==> src/rtl/ns_gnrl_burst_rr_arb.sv <==
// rtl/ns_gnrl_burst_rr_arb.sv - round-robin burst-locking arbiter with burst-length watchdog
module ns_gnrl_burst_rr_arb #(
  parameter int REQ_NUM   = 4,
  parameter int DW        = 32,
  parameter int MAX_BEATS = 16,
  localparam int ID_W     = $clog2(REQ_NUM),
  localparam int CNT_W    = $clog2(MAX_BEATS + 1)
) (
  input  logic                  clk,
  input  logic                  rst_n,
  input  logic [REQ_NUM-1:0]    req_valid,
  input  logic [REQ_NUM-1:0]    req_last,
  input  logic [REQ_NUM*DW-1:0] req_data,
  output logic [REQ_NUM-1:0]    req_ready,
  output logic                  out_valid,
  output logic [DW-1:0]         out_data,
  output logic                  out_last,
  output logic [ID_W-1:0]       out_id,
  input  logic                  out_ready,
  output logic                  busy,
  output logic                  burst_err,
  input  logic                  burst_err_clr
);

  typedef enum logic {
    S_IDLE  = 1'b0,
    S_BURST = 1'b1
  } state_t;

  state_t           state, nxt_state;
  logic [ID_W-1:0]  gid, nxt_gid;
  logic [ID_W-1:0]  ptr, nxt_ptr;
  logic [CNT_W-1:0] beat_cnt, nxt_cnt;
  logic             set_err;
  logic             beat;
  logic             found;
  logic [ID_W-1:0]  sel;
  int               idx;

  // Rotating-priority search: first valid requester starting at ptr, wrapping around.
  always_comb begin
    found = 1'b0;
    sel   = '0;
    idx   = 0;
    for (int k = 0; k < REQ_NUM; k++) begin
      idx = int'(ptr) + k;
      if (idx >= REQ_NUM) idx = idx - REQ_NUM;
      if (!found && req_valid[ID_W'(idx)]) begin
        found = 1'b1;
        sel   = ID_W'(idx);
      end
    end
  end

  // Next-state logic and the pass-through channel while a burst holds the grant.
  always_comb begin
    nxt_state = state;
    nxt_gid   = gid;
    nxt_ptr   = ptr;
    nxt_cnt   = beat_cnt;
    set_err   = 1'b0;
    beat      = 1'b0;
    req_ready = '0;
    out_valid = 1'b0;
    out_last  = 1'b0;
    out_id    = '0;
    busy      = 1'b0;
    out_data  = req_data[int'(gid)*DW +: DW];
    case (state)
      S_IDLE: begin
        if (found) begin
          nxt_gid   = sel;
          nxt_state = S_BURST;
        end
      end
      S_BURST: begin
        busy           = 1'b1;
        out_id         = gid;
        out_valid      = req_valid[gid];
        out_last       = req_last[gid];
        req_ready[gid] = out_ready;
        beat           = out_valid & out_ready;
        if (beat) begin
          if (out_last) begin
            nxt_state = S_IDLE;
            nxt_cnt   = '0;
            nxt_ptr   = (int'(gid) == REQ_NUM - 1) ? '0 : gid + 1'b1;
          end else begin
            // The MAX_BEATS-th beat not being last means the burst is overlong.
            if (beat_cnt == CNT_W'(MAX_BEATS - 1)) set_err = 1'b1;
            if (beat_cnt != CNT_W'(MAX_BEATS)) nxt_cnt = beat_cnt + 1'b1;
          end
        end
      end
      default: nxt_state = S_IDLE;
    endcase
  end

  // State registers; a watchdog set outranks a simultaneous clear.
  always_ff @(posedge clk) begin
    if (!rst_n) begin
      state     <= S_IDLE;
      gid       <= '0;
      ptr       <= '0;
      beat_cnt  <= '0;
      burst_err <= 1'b0;
    end else begin
      state    <= nxt_state;
      gid      <= nxt_gid;
      ptr      <= nxt_ptr;
      beat_cnt <= nxt_cnt;
      if (set_err)            burst_err <= 1'b1;
      else if (burst_err_clr) burst_err <= 1'b0;
    end
  end

endmodule

==> config.mk <==
export PLATFORM = sky130hd
export DESIGN_NAME = ns_gnrl_burst_rr_arb
export DESIGN_NICKNAME = d
export VERILOG_FILES = /design/src/rtl/ns_gnrl_burst_rr_arb.sv
export SDC_FILE = /design/constraint.sdc
export NUM_CORES = 1
export LEC_CHECK = 0
export ABC_CLOCK_PERIOD_IN_PS = 1890
export CORE_AREA = 4 4 69 71
export DETAILED_ROUTE_END_ITERATION = 7
export DIE_AREA = 0 0 73 75
export DONT_BUFFER_PORTS = 1
export SETUP_SLACK_MARGIN = 0.15
export SYNTH_ARGS = -nofsm -noshare
export SYNTH_HDL_FRONTEND = slang
export SYNTH_SLANG_ARGS = --single-unit
==> constraint.sdc <==
create_clock -name clk -period 1.89 [get_ports clk]
set_input_delay 0.2835 -clock clk [delete_from_list [all_inputs] [get_ports clk]]
set_output_delay 0.2835 -clock clk [all_outputs]
set_load 0.02 [all_outputs]
# After elaboration in Yosys (flattened, before gate mapping)
# Index checks and enable logic that the tools add are counted.
[totals]
output_inout_bits = 42
regBits = 11
wordCells = 91
[classes]
magnitude_cmp = 10
n_reduce_logical = 12
n_bitwise = 3
shifts = 1
n_mux = 48
add_sub_neg = 9
eq_ne = 3
[op_table]
columns = ["op", "count"]
rows = [
  ["$shiftx 128x8->32", 1],
  ["$mux 1", 27],
  ["$mux 2", 10],
  ["$lt 2x4->1 const B", 4],
  ["$bmux 1 s2", 6],
  ["$mux 5", 2],
  ["$ge 3x3->1 const B", 3],
  ["$sub 2x1->2 const B", 4],
  ["$add 2x2->3 const B", 2],
  ["$reduce_and 3->1", 2],
  ["$add 5x1->5 const B", 1],
  ["$eq 5x4->1 const B", 1],
  ["$ne 5x5->1 const B", 1],
  ["$and 4x4->4", 1],
  ["$logic_and 1x1->1", 4],
  ["$mux 4", 1],
  ["$reduce_bool 2->1", 2],
  ["$add 2x1->3 const B", 1],
  ["$ge 2x3->1 const B", 1],
  ["$logic_not 1->1", 3],
  ["$lt 2x3->1 const B", 1],
  ["$add 2x1->2 const B", 1],
  ["$demux 1 s2", 1],
  ["$eq 2x1->1 const B", 1],
  ["5 further kinds", 5],
]

# Depth between registers and ports, before layout
[depth]
word_depth = 17
mapped_depth = 6
depth_no_buf = 6

# Worst setup path before layout
# OpenSTA, ideal clock, no wires.
[synth_timing]
path_kind = "register to output"
startpoint = "reg gid[0]"
endpoint = "out out_data[18]"
path_stages_with_launch = 4
path_slack_ns = 0.011
arrival_time_ns = 1.595
required_ns = 1.607
path_cell_list = "dfxtp_1 buf_6 buf_1 mux4_2"
[synth_between]
elab_chain_cells = 1
[synth_lines]
columns = ["item", "line", "rtl"]
rows = [
  ["start: declaration", "31", "logic [ID_W-1:0] gid, nxt_gid;"],
  ["start signal: assignment", "109", "gid <= nxt_gid;"],
  ["$shiftx 128x8->32", "68", "out_data = req_data[int'(gid)*DW +: DW];"],
  ["end: declaration", "16", "output logic [DW-1:0] out_data,"],
]
# No other way between the ends.

# Worst setup path in the final report
[layout_timing]
startpoint = "reg gid[0]"
endpoint = "reg beat_cnt[4]"
[layout_between]
elab_chain_cells = 4
word_cells_on_any_way = 8
[layout_lines]
columns = ["item", "line", "rtl"]
rows = [
  ["$bmux 1 s2 (on tied branches)", "80, 79", ""],
  ["$mux 1 (on tied branches)", "80, 79", ""],
  ["$reduce_bool 2->1 (no line) / $and 1x1->1 (equally long branches)", "--", ""],
  ["$reduce_and 3->1 (no line)", "--", ""],
  ["end signal: assignment", "111", "beat_cnt <= nxt_cnt;"],
  ["end: declaration", "33", "logic [CNT_W-1:0] beat_cnt, nxt_cnt;"],
]
# Several ways; a longest one is shown, not always the timed one. The select of a mux whose other input is x is not followed.
# A chain may end at the register's enable or synchronous reset.

==> flow_metrics.tcl <==
set metrics [dict create \
    outcome "finished, final reports clean" \
    die_h_microns 75 \
    grt_pass1_vias 1237 \
    ys_warn_count 0 \
    max_freq_ghz 0.569 \
    synth_top_area_share_pct 48.6 \
    synth_area_sq_mm 0.00153 \
    power_density_mw_per_mm2 501 \
    grt_setup_unrepaired "true" \
    cp-start-kind "flip-flop" \
    drtIter0Drc 43 \
    gp_congestion 0.823 \
    die_w_microns 73 \
    clockBufferDepth 2 \
    coreArea_sq_mm 0.00423 \
    io_pins 182 \
    start_util_pct 36.1 \
    synth_cells 132 \
    gr-total-overflow 0 \
    antenna_found_initial 4 \
    fin_crit_sh_pct 93.0 \
    synth_largest_area_cell "mux4_2" \
    end_kind "flip-flop" \
    cts.root.buffer_cell "clkbuf_8" \
    setup-violations-final 0 \
    drt_first_pass_iters 4 \
    numPortBuffers 0 \
    synthArstFlopShare_pct 0 \
    viasPerCell 7.00 \
    clk_pin_slew_worst_paths_ps 50 \
    areaGrowthSynthToFinish_pct 12.8 \
    period_needed_ps 1760 \
    synthTopCellsByCount "mux4_2 (33), dfxtp_1 (11), inv_1 (9), a21oi_1 (7), ha_1 (7)" \
    pwr-share-comb_pct 43.7 \
    htreeDepth 1 \
    ys_types 30 \
    ant_nets 0 \
    switchingPower_mw 0.310 \
    post-dp-hpwl_microns 4930 \
    seq_area_frac_synth_pct 14.4 \
    synthFlopType "dfxtp_1" \
    path_class "reg2reg" \
    grt_max_degree 23 \
    final_max_slew_viol_count 0 \
    setup_tns_ps 0 \
    seqCellArea_sq_um 225 \
    cellInternalPower_mw 0.553 \
    skew_ps 5.27 \
    relSlewSlack_pct 68.2 \
    routed_wl_microns 5730 \
    clock_latency_ps 240 \
    fin_nets 284 \
    syn_nets 279 \
    numCtsBuffers 3 \
    synthTopCellsByArea "mux4_2 (49%), dfxtp_1 (14%), ha_1 (5.7%)" \
    ys_ff_latch 11 \
    worst_slew_pin_slew_ps 473 \
    finalPower_mw 0.863 \
    crit_fanout 6 \
    maxCapViolations 0 \
    die_area_sq_mm 0.00548 \
    hp-class "in2reg" \
    vias 1316 \
    drive_gt1_share_pct 40.4 \
    p_leak_nw 0.577 \
    grt_pass1_wl_microns 7110 \
    crit_arrival_ps 1920 \
    drc 0 \
    syn_avg_cell_area_sq_um 11.6 \
    synth_edf_count 0 \
    cts_tree "done" \
    synth.most_common_cell "mux4_2" \
    hold_violations 0 \
    cts_sinks 11 \
    wl_per_cell_microns 30.5 \
    seq_power_share_pct 28.6 \
    utilization_pct 40.7 \
    fill_cells 400 \
    multi_input_comb_area_sq_mm 0.00125 \
    grt_usage_pct 17.5 \
    cp.required_ps 2060 \
    power.share.clock_pct 27.6 \
    antenna_cells 0 \
    p_sw_share_pct 35.9 \
    rows 24 \
    vdd_drop_max_mv 0.326 \
]
-- flip-flops by register name, summed over array words and instances (netlist names) --
register	flops
gid	2
ptr	2
beat_cnt	5
burst_err	1
state	1
-- cell families (layout without fill, tap and decap cells) --
logic type | Yosys count | after routing | synth area share (%)
AO/OA/AOI/OAI | 21 | 21 | 8.68
adder cells (fa/ha/maj) | 7 | 7 | 5.73
buffers and inverters | 19 | 23 | 5.32
flip-flops | 11 | 11 | 14.4
multiplexers | 34 | 34 | 50.4
AND/OR/NAND/NOR | 40 | 40 | 15.5
-- final cells by class --
class	instances	share of cell area (%)
clock buffers	4	2.61
inverters	9	1.96
multi-input cells	102	72.6
flip-flops and latches	11	13.1
well taps	52	3.78
repair buffers	10	5.95
-- timing repair --
item / in CTS / in global routing
endpoints found under the setup margin: 37 / 41
hold endpoints to repair: 0 / 0
buffers inserted: 1 / 4
gates resized for setup: 11 / 6
pin swaps: 0 / 2
hold buffers: 0 / 0
-- through the flow --
stage	hold WS, ps	area (sq um)	cells	worst slack [ps]
global placement	408	1580	179	202
finish	163	1720	188	133
detailed placement	408	1580	179	163
floorplan	445	1530	132	151
global route	162	1720	188	52.0
CTS	164	1670	184	139
-- worst paths after layout --
| check | slack [ps] | cells after the start | startpoint | endpoint |
|---|---|---|---|---|
| setup reg to reg | 130 | 4 | gid[0]$_SDFFE_PN0P_ | beat_cnt[4]$_SDFFE_PN0P_ |
| hold reg to reg | 500 | 2 | beat_cnt[4]$_SDFFE_PN0P_ | beat_cnt[4]$_SDFFE_PN0P_ |
| setup / recovery | 130 | 4 | gid[0]$_SDFFE_PN0P_ | beat_cnt[4]$_SDFFE_PN0P_ |
| hold / removal | 160 | 1 | rst_n | beat_cnt[2]$_SDFFE_PN0P_ |
-- metal layers --
metal,global-route usage (%),vias up,part of all wire (%)
li1,-,540,-
met1,19.8,639,32
met2,27.0,116,49
met3,12.4,13,17
met4,3.69,8,0.84
met5,0,-,1.1
-- critical path: stages, from the launching register on --
cell and delay, ps:
dfxtp_4 400, mux4_2 580, nand3b_4 210, or3_4 340, a21oi_2 150
-- power by group through the flow --
stage	clock (mW)	sequential [mW]	combinational, mW
floorplan	0	0.250	0.319
global placement	0	0.250	0.352
detailed placement	0	0.251	0.356
CTS	0.239	0.247	0.369
global route	0.247	0.248	0.400
finish	0.238	0.247	0.377
-- cell usage in the layout (no fill, tap or decap), types with 2 or more instances in the layout --
cell type / instances
nand3b_1: 3
a21o_1: 2
o21a_1: 3
buf_8: 2
dfxtp_1: 9
nor2_1: 6
nand2_1: 6
ha_1: 7
a21oi_2: 2
and3_1: 6
or3_1: 2
a21oi_1: 5
inv_1: 9
and2_4: 2
and2_1: 3
o21ai_0: 4
nand2b_1: 3
clkbuf_8: 3
mux4_2: 33
nand3_1: 4
buf_4: 7
(Power assumes the default switching activity.)
